[config.mk]
export PLATFORM = sky130hd
export DESIGN_NAME = serializer_arbiter
export DESIGN_NICKNAME = d
export VERILOG_FILES = /design/src/rtl/ser_arb_pkg.sv /design/src/rtl/serializer_arbiter_rr_picker.sv /design/src/rtl/serializer_arbiter.sv
export SDC_FILE = /design/constraint.sdc
export NUM_CORES = 1
export LEC_CHECK = 0
export ABC_CLOCK_PERIOD_IN_PS = 3500
export CORE_MARGIN = 3
export CORE_UTILIZATION = 45
export CTS_CLUSTER_SIZE = 10
export DETAILED_ROUTE_END_ITERATION = 6
export PLACE_DENSITY_LB_ADDON = 0.12
export SETUP_SLACK_MARGIN = 0.05
export SLEW_MARGIN = 10
export SYNTH_ARGS = -nofsm -noshare
export SYNTH_HDL_FRONTEND = slang
export SYNTH_SLANG_ARGS = --single-unit
[constraint.sdc]
create_clock -name clk -period 3.5 [get_ports clk]
set_input_delay 0.525 -clock clk [delete_from_list [all_inputs] [get_ports clk]]
set_output_delay 0.525 -clock clk [all_outputs]
set_load 0.02 [all_outputs]
[src/rtl/ser_arb_pkg.sv]
// Shared types and default sizing for the serializer arbiter.
package ser_arb_pkg;

  localparam int DATA_W        = 8;
  localparam int DEF_BURST_LEN = 16;
  localparam int DEF_HOLDOFF   = 24;
  localparam int DEF_TIMEOUT   = 32;

  typedef enum logic [1:0] {
    ST_IDLE   = 2'd0,
    ST_GRANT  = 2'd1,
    ST_STREAM = 2'd2,
    ST_HOLD   = 2'd3
  } state_t;

endpackage

[src/rtl/serializer_arbiter_rr_picker.sv]
// Round-robin picker: first requester above last_owner (wrapping), so the
// previous owner always ends up with the lowest priority.
module rr_picker #(
  parameter int NREQ  = 2,
  parameter int IDX_W = $clog2(NREQ)
) (
  input  logic [NREQ-1:0]  i_req,
  input  logic [IDX_W-1:0] i_last,
  output logic             o_any,
  output logic [NREQ-1:0]  o_onehot,
  output logic [IDX_W-1:0] o_idx
);

  logic [IDX_W-1:0] w_cand;
  logic             w_hit;

  // Scan candidates last+1 .. last+NREQ and keep the first one requesting.
  always_comb begin
    o_any    = 1'b0;
    o_onehot = '0;
    o_idx    = '0;
    w_cand   = '0;
    w_hit    = 1'b0;
    for (int k = 1; k <= NREQ; k++) begin
      w_cand   = IDX_W'((int'(i_last) + k) % NREQ);
      w_hit    = !o_any && i_req[w_cand];
      o_onehot = w_hit ? (NREQ'(1) << w_cand) : o_onehot;
      o_idx    = w_hit ? w_cand : o_idx;
      o_any    = o_any | w_hit;
    end
  end

endmodule

[src/rtl/serializer_arbiter.sv]
// Burst arbiter in front of a byte serializer: one owner streams BURST_LEN
// samples, then a HOLDOFF drain gap. Optional GRANT timeout: SER_ARB_TIMEOUT_EN.
module serializer_arbiter
  import ser_arb_pkg::*;
#(
  parameter int NREQ      = 2,
  parameter int BURST_LEN = DEF_BURST_LEN,
  parameter int HOLDOFF   = DEF_HOLDOFF,
  parameter int TIMEOUT   = DEF_TIMEOUT
) (
  input  logic                   clk,
  input  logic                   rst,
  input  logic [NREQ-1:0]        req,
  input  logic [DATA_W*NREQ-1:0] din,
  input  logic [NREQ-1:0]        din_valid,
  output logic [NREQ-1:0]        gnt,
  output logic [DATA_W-1:0]      ser_din,
  output logic                   ser_din_valid,
  output logic                   busy,
  output logic                   err_short,
  output logic                   err_timeout
);

  localparam int IDX_W  = $clog2(NREQ);
  localparam int CNT_W  = $clog2(BURST_LEN + 1);
  localparam int HOLD_W = $clog2(HOLDOFF + 1);

  if (NREQ < 2 || NREQ > 8 || BURST_LEN < 1 || HOLDOFF < 1 || TIMEOUT < 1) begin : g_bad_cfg
    $error("serializer_arbiter: parameter out of range");
  end

  state_t              r_state;
  logic [IDX_W-1:0]    r_last_owner;
  logic [NREQ-1:0]     r_gnt;
  logic [DATA_W-1:0]   r_ser_din;
  logic                r_ser_valid;
  logic                r_busy;
  logic                r_err_short;
  logic [CNT_W-1:0]    r_cnt;
  logic [HOLD_W-1:0]   r_hold_cnt;

  logic                w_pick_any;
  logic [NREQ-1:0]     w_pick_onehot;
  logic [IDX_W-1:0]    w_pick_idx;
  logic                w_own_valid;
  logic                w_own_req;
  logic [DATA_W-1:0]   w_own_data;
  logic                w_last_sample;
  logic                w_to_hit;

  rr_picker #(.NREQ(NREQ), .IDX_W(IDX_W)) u_picker (
    .i_req    (req),
    .i_last   (r_last_owner),
    .o_any    (w_pick_any),
    .o_onehot (w_pick_onehot),
    .o_idx    (w_pick_idx)
  );

  // r_last_owner doubles as the current owner once a grant is issued.
  assign w_own_valid   = din_valid[r_last_owner];
  assign w_own_req     = req[r_last_owner];
  assign w_own_data    = din[DATA_W*int'(r_last_owner) +: DATA_W];
  assign w_last_sample = (r_cnt == CNT_W'(BURST_LEN - 1));

`ifdef SER_ARB_TIMEOUT_EN
  localparam int TO_W = $clog2(TIMEOUT + 1);
  logic [TO_W-1:0] r_to_cnt;
  logic            r_err_timeout;

  assign w_to_hit = (r_state == ST_GRANT) && !w_own_valid && w_own_req &&
                    (r_to_cnt == TO_W'(TIMEOUT - 1));

  // Cycles spent in GRANT waiting for the owner's first sample.
  always_ff @(posedge clk or negedge rst) begin
    if (!rst) begin
      r_to_cnt      <= '0;
      r_err_timeout <= 1'b0;
    end else begin
      r_err_timeout <= w_to_hit;
      if (r_state == ST_GRANT && !w_own_valid && !w_to_hit) begin
        r_to_cnt <= r_to_cnt + TO_W'(1);
      end else begin
        r_to_cnt <= '0;
      end
    end
  end

  assign err_timeout = r_err_timeout;
`else
  assign w_to_hit    = 1'b0;
  assign err_timeout = 1'b0;
`endif

  // Arbitration FSM with registered grant, datapath and status outputs.
  always_ff @(posedge clk or negedge rst) begin
    if (!rst) begin
      r_state      <= ST_IDLE;
      r_last_owner <= IDX_W'(NREQ - 1);
      r_gnt        <= '0;
      r_ser_din    <= '0;
      r_ser_valid  <= 1'b0;
      r_busy       <= 1'b0;
      r_err_short  <= 1'b0;
      r_cnt        <= '0;
      r_hold_cnt   <= '0;
    end else begin
      r_err_short <= 1'b0;
      r_ser_valid <= 1'b0;
      r_ser_din   <= '0;
      case (r_state)
        ST_IDLE: begin
          r_cnt      <= '0;
          r_hold_cnt <= '0;
          if (w_pick_any) begin
            r_state      <= ST_GRANT;
            r_gnt        <= w_pick_onehot;
            r_last_owner <= w_pick_idx;
            r_busy       <= 1'b1;
          end else begin
            r_gnt  <= '0;
            r_busy <= 1'b0;
          end
        end
        ST_GRANT, ST_STREAM: begin
          if (w_own_valid) begin
            r_ser_din   <= w_own_data;
            r_ser_valid <= 1'b1;
            r_cnt       <= r_cnt + CNT_W'(1);
            if (w_last_sample) begin
              r_state <= ST_HOLD;
              r_gnt   <= '0;
            end else begin
              r_state <= ST_STREAM;
            end
          end else if (r_state == ST_STREAM) begin
            r_err_short <= 1'b1;
            r_state     <= ST_HOLD;
            r_gnt       <= '0;
          end else if (!w_own_req || w_to_hit) begin
            r_state <= ST_IDLE;
            r_gnt   <= '0;
            r_busy  <= 1'b0;
          end else begin
            r_state <= ST_GRANT;
          end
        end
        ST_HOLD: begin
          r_gnt <= '0;
          if (r_hold_cnt == HOLD_W'(HOLDOFF - 1)) begin
            r_state    <= ST_IDLE;
            r_busy     <= 1'b0;
            r_hold_cnt <= '0;
          end else begin
            r_hold_cnt <= r_hold_cnt + HOLD_W'(1);
          end
        end
        default: begin
          r_state <= ST_IDLE;
          r_gnt   <= '0;
          r_busy  <= 1'b0;
        end
      endcase
    end
  end

  assign gnt           = r_gnt;
  assign ser_din       = r_ser_din;
  assign ser_din_valid = r_ser_valid;
  assign busy          = r_busy;
  assign err_short     = r_err_short;

endmodule

After elaboration in Yosys (flattened, before gate mapping)

Index checks and enable logic that the tools add are counted.

Register bits: 26
Input port bits: 22
Output and inout bits: 14
Word-level logic and storage cells: 86

Add/sub/neg operators: 4
Magnitude comparators: 3
Eq/ne operators: 13
Shift-type cells: 3
Mux-type cells: 42
Bitwise operators: 1
Reduce and logical (&&, ||, !) cells: 11

Operators with widths:

| operator              | number |
|---|---|
| $mux W1               | 22 |
| $mux W2               | 11 |
| $pmux W5 S2           | 2 |
| $mux W8               | 2 |
| $shiftx A16 B5 Y8     | 1 |
| $pmux W2 S3           | 2 |
| $add A5 B1 Y5 const B | 2 |
| $mux W5               | 2 |
| $ne A2 B2 Y1 const B  | 5 |
| $reduce_and A2 Y1     | 4 |
| $lt A1 B2 Y1 const B  | 3 |
| $eq A5 B4 Y1 const B  | 1 |
| $eq A5 B5 Y1 const B  | 1 |
| $eq A2 B2 Y1 const B  | 2 |
| $ne A4 B4 Y1 const B  | 1 |
| $reduce_and A4 Y1     | 1 |
| $reduce_bool A2 Y1    | 2 |
| $shl A1 B1 Y2 const A | 2 |
| $ne A3 B3 Y1 const B  | 1 |
| $pmux W1 S3           | 1 |
| $add A1 B1 Y1 const B | 2 |
| $eq A2 B1 Y1 const B  | 1 |
| $logic_not A2 Y1      | 1 |
| $ne A2 B1 Y1 const B  | 1 |
| 4 further kinds       | 4 |

Logic depth before layout (Yosys ltp)

Depth after elaboration: 8
Depth in mapped cells: 6
Depth with buffers taken out: 5

Modules after synthesis

A second synthesis with hierarchy kept.

Cells, all modules: 132
Area, all modules: 1381.3 µm²

By module, submodules not included:

| module             | times used | cells an instance | area an instance (µm²) | sequential area each (µm²) |
|---|---|---|---|---|
| serializer_arbiter | 1          | 127               | 1348.8                 | 651.9 |
| rr_picker          | 1          | 5                 | 32.5                   | 0.0 |

Worst setup path before layout

Ideal clock, no wire load.

Path type: register to register
Start: register r_state[0]
End: register r_gnt[0], in the netlist gnt[0]
Library setup time: 125 ps
Arrival: 1478 ps
Required time: 3375 ps
Slack: 1897 ps
Cell stages (with the launch flop): 7
Buffers on the path: 1
Clock period less this slack: 1603 ps
Cell sequence: dfrtp_1 inv_1 ha_1 buf_2 nand2_4 o2bb2ai_2 mux2_4

Word-level cells in the longest chain between the ends: 4
Elaborated cells between the ends (all ways): 11
Those cells by class: eq/ne (5); mux (3); reduce/logical (3)

Ends and longest elaborated chain:

| item                                             | RTL line                                             | text |
|---|---|---|
| from (decl)                                      | serializer_arbiter.sv:32                             | `state_t r_state;` |
| from (signal assigned)                           | serializer_arbiter.sv:97                             | `r_state <= ST_IDLE;` |
| from (signal assigned)                           | serializer_arbiter.sv:115                            | `r_state <= ST_GRANT;` |
| from (signal assigned)                           | serializer_arbiter.sv:130                            | `r_state <= ST_HOLD;` |
| $eq A2 B2 Y1 or $eq A2 B1 Y1 (tied branches)     | serializer_arbiter.sv:110, serializer_arbiter.sv:135 |  |
| $mux W2 or $reduce_or A2 Y1 (tied branches)      | serializer_arbiter.sv:135, serializer_arbiter.sv:110 |  |
| $mux W2, or another cell as far along            | serializer_arbiter.sv:125                            | `if (w_own_valid) begin` |
| $pmux W2 S3 or $reduce_and A2 Y1 (tied branches) | n/a                                                  |  |
| to (signal assigned)                             | serializer_arbiter.sv:116                            | `r_gnt <= w_pick_onehot;` |
| to (decl)                                        | serializer_arbiter.sv:34                             | `logic [NREQ-1:0] r_gnt;` |

Parallel ways exist; a longest one is shown, timed or not.
A chain may end at the register's enable or synchronous reset.

Final worst setup path

Start: register r_state[0]
End: register r_gnt[1], in the netlist gnt[1]

Same word-level chain as after synthesis.

==> flow_summary.json <==
{
  "status": "completed",
  "n_antenna_cell": 0,
  "cp_max_fo": 19,
  "max-vdd-ir-drop_uv": 439.5,
  "hp-start": "r_hold_cnt[4]",
  "drive_gt1_frac": 0.07784,
  "powerDensity_mw_per_mm2": 784.7,
  "final_cell_mix": "clkdlybuf4s50_1 (34), dfrtp_1 (25), nor2_1 (14)",
  "dpl.hpwl_um": 1995,
  "cts_root_buf": "clkbuf_4",
  "insertion_delay_ns": 0.33,
  "slew_violations": 0,
  "synth.net_count": 166,
  "crit_buf_inv": 1,
  "wl_per_cell_um": 14.03,
  "hold_class": "reg -> reg",
  "cts.sinks": 26,
  "place.gp.congestion": 0.8705,
  "grt_usage": 0.1666,
  "antenna_found_initial": 0,
  "cp.arrival_ns": 2.34,
  "dieArea_mm2": 0.003771,
  "finalHoldViolCount": 0,
  "synth_edf_count": 0,
  "area_delta_synth_final_pct": 28.71,
  "hold_buffers": 0,
  "yosys_warnings": 0,
  "fp.dieH_um": 61.41,
  "cts_tree": "yes",
  "place_inst": 194,
  "grt_setup_unrepaired": "no",
  "yosys.area.top_type_share": 0.4529,
  "synth-main-ff-cell": "dfrtp_1",
  "synth_area_leaders": "dfrtp_1 (45%), ha_1 (8.2%), mux2i_1 (6.5%)",
  "cp_slowest_cell": "ha_1",
  "cts_buffer_depth": 2,
  "post_cts_buffers": 0,
  "r2r_cells": 5,
  "skew_ns": 0.01286,
  "period_share": 0.6033,
  "syn_area_mm2": 0.001381,
  "cp-end-kind": "flip-flop",
  "slew_headroom": 0.6333,
  "numCtsBuffers": 3,
  "drc": 0,
  "fin_nets": 199,
  "layout_min_cycle_time_ns": 2.112,
  "start_kind": "flip-flop",
  "grt_pass1_wl_um": 4588,
  "ys_types": 36,
  "path_class": "reg -> reg",
  "io_buffers": 34,
  "worst_ep_required_time_ns": 3.72,
  "worst_pin_slew_ns": 0.5500,
  "min_path_cells": 1,
  "core_area_mm2": 0.002829,
  "path_delay_family": "adder cells",
  "viasPerCell": 5.313,
  "synthCells": 135,
  "path_clk_slew_ns": 0.15,
  "die_w_um": 61.41,
  "setup_viol": 0,
  "start_util": 0.4883,
  "max_clock_freq_mhz": 473.6,
  "syn_avg_cell_area_um2": 10.23,
  "grt_pass1_vias": 1036,
  "path_cells": "inv_1 -> ha_1 -> nand2_4 -> o2bb2ai_2 -> mux2_4",
  "timing.rr.start": "r_state[0]",
  "ys_ff_latch": 26,
  "grt_overflow_total": 0,
  "ant_nets": 0,
  "cpPeakStageDelay_ns": 0.65,
  "htreeDepth": 1,
  "wl_um": 2778,
  "r2r_slack_ns": 1.39,
  "final_common_cell": "clkdlybuf4s50_1",
  "holdPathEnd": "r_hold_cnt[4]",
  "synth_top_cell_by_area": "dfrtp_1",
  "num_rows": 19,
  "async_flop_share": 1.000,
  "maxCapViolCount": 0,
  "p_leak_nw": 0.8412,
  "finalNonFillerCells": 198,
  "synth-seq-area-share": 0.4719,
  "grt_max_degree": 27,
  "first_pass_iters": 4,
  "io_pins": 36,
  "nFillCells": 243,
  "postCtsResizedCells": 0,
  "vias": 1052,
  "fin_setup_tns_ns": 0,
  "dr.first_iter.drc_count": 61,
  "rr_endpoint": "gnt[1]"
}
## registers in the layout, indices dropped and copies added (netlist names)
| name | count |
|---|---|
| busy | 1 |
| err_short | 1 |
| gnt | 2 |
| r_cnt | 5 |
| r_hold_cnt | 5 |
| r_last_owner | 1 |
| r_state | 2 |
| ser_din | 8 |
| ser_din_valid | 1 |
## synth_stat cells, types with 2 or more instances
master	number
o21ai_0	10
ha_1	9
nor2b_1	3
xor2_1	2
inv_1	9
mux2_2	2
dfrtp_1	25
nand3_1	9
nor2_1	14
a21oi_1	6
and3_1	2
nand2_1	7
a31oi_1	2
mux2_4	3
buf_2	3
mux2i_1	9
## stage by stage
step           power, mW    util  area (µm²)  hold slack, ns  setup WS, ns
4_1_cts            1.407  0.6285        1778          0.5026         1.381
3_3_place_gp       1.177  0.6099        1725          0.4736         1.399
3_5_place_dp       1.186  0.6099        1725          0.4807         1.393
6_report           1.395  0.6285        1778          0.5007         1.388
5_1_grt            1.506  0.6285        1778          0.5321         1.191
2_1_floorplan     0.9675       -        1381          0.2294         1.897
## final cells by class
| class | instances | area (µm²) | share of cell area |
|---|---|---|---|
| timing repair buffer | 35 | 347.8 | 0.1956 |
| sequential | 26 | 651.9 | 0.3666 |
| inverter | 9 | 33.78 | 0.01900 |
| clock buffer | 3 | 22.52 | 0.01267 |
| tap | 31 | 38.79 | 0.02182 |
| clock inverter | 1 | 30.03 | 0.01689 |
| multi-input combinational | 93 | 653.1 | 0.3673 |
## routing by layer
metal / up-vias / wire length, µm / GRT usage
met4: 0 / 64 / 0.07879
met1: 485 / 1233 / 0.2197
met3: 7 / 191 / 0.04822
met2: 29 / 1288 / 0.2523
met5: - / 0 / 0
li1: 531 / - / -
## how the worst max path moves through the flow
stage                    start  slack (ns)  endpoint  depth (start not counted)
finish              r_state[0]        1.39    gnt[1]                          5
global route        r_state[0]        1.19    gnt[1]                          5
CTS                 r_state[0]        1.38    gnt[1]                          5
detailed placement      req[0]        1.39    gnt[1]                          5
global placement        req[0]        1.40    gnt[1]                          5
floorplan           r_state[0]        1.90    gnt[0]                          6
## kinds of logic (layout without fill, tap and decap cells)
kind of cell,count (synthesis),after routing,synth area share
flops,26,26,0.4719
fa+ha+maj,9,9,0.08152
simple gates,42,42,0.1495
xor+xnor,2,2,0.01268
buf+inv,16,48,0.05524
compound gates,25,25,0.1123
mux,14,14,0.1141
other cells,1,1,0.002715
## power by group
group | leakage (nW) | internal, mW | switching, mW
Clock | 0.0279 | 0.116 | 0.0945
Combinational | 0.469 | 0.322 | 0.373
Sequential | 0.344 | 0.403 | 0.0862
(Power assumes the default switching activity.)
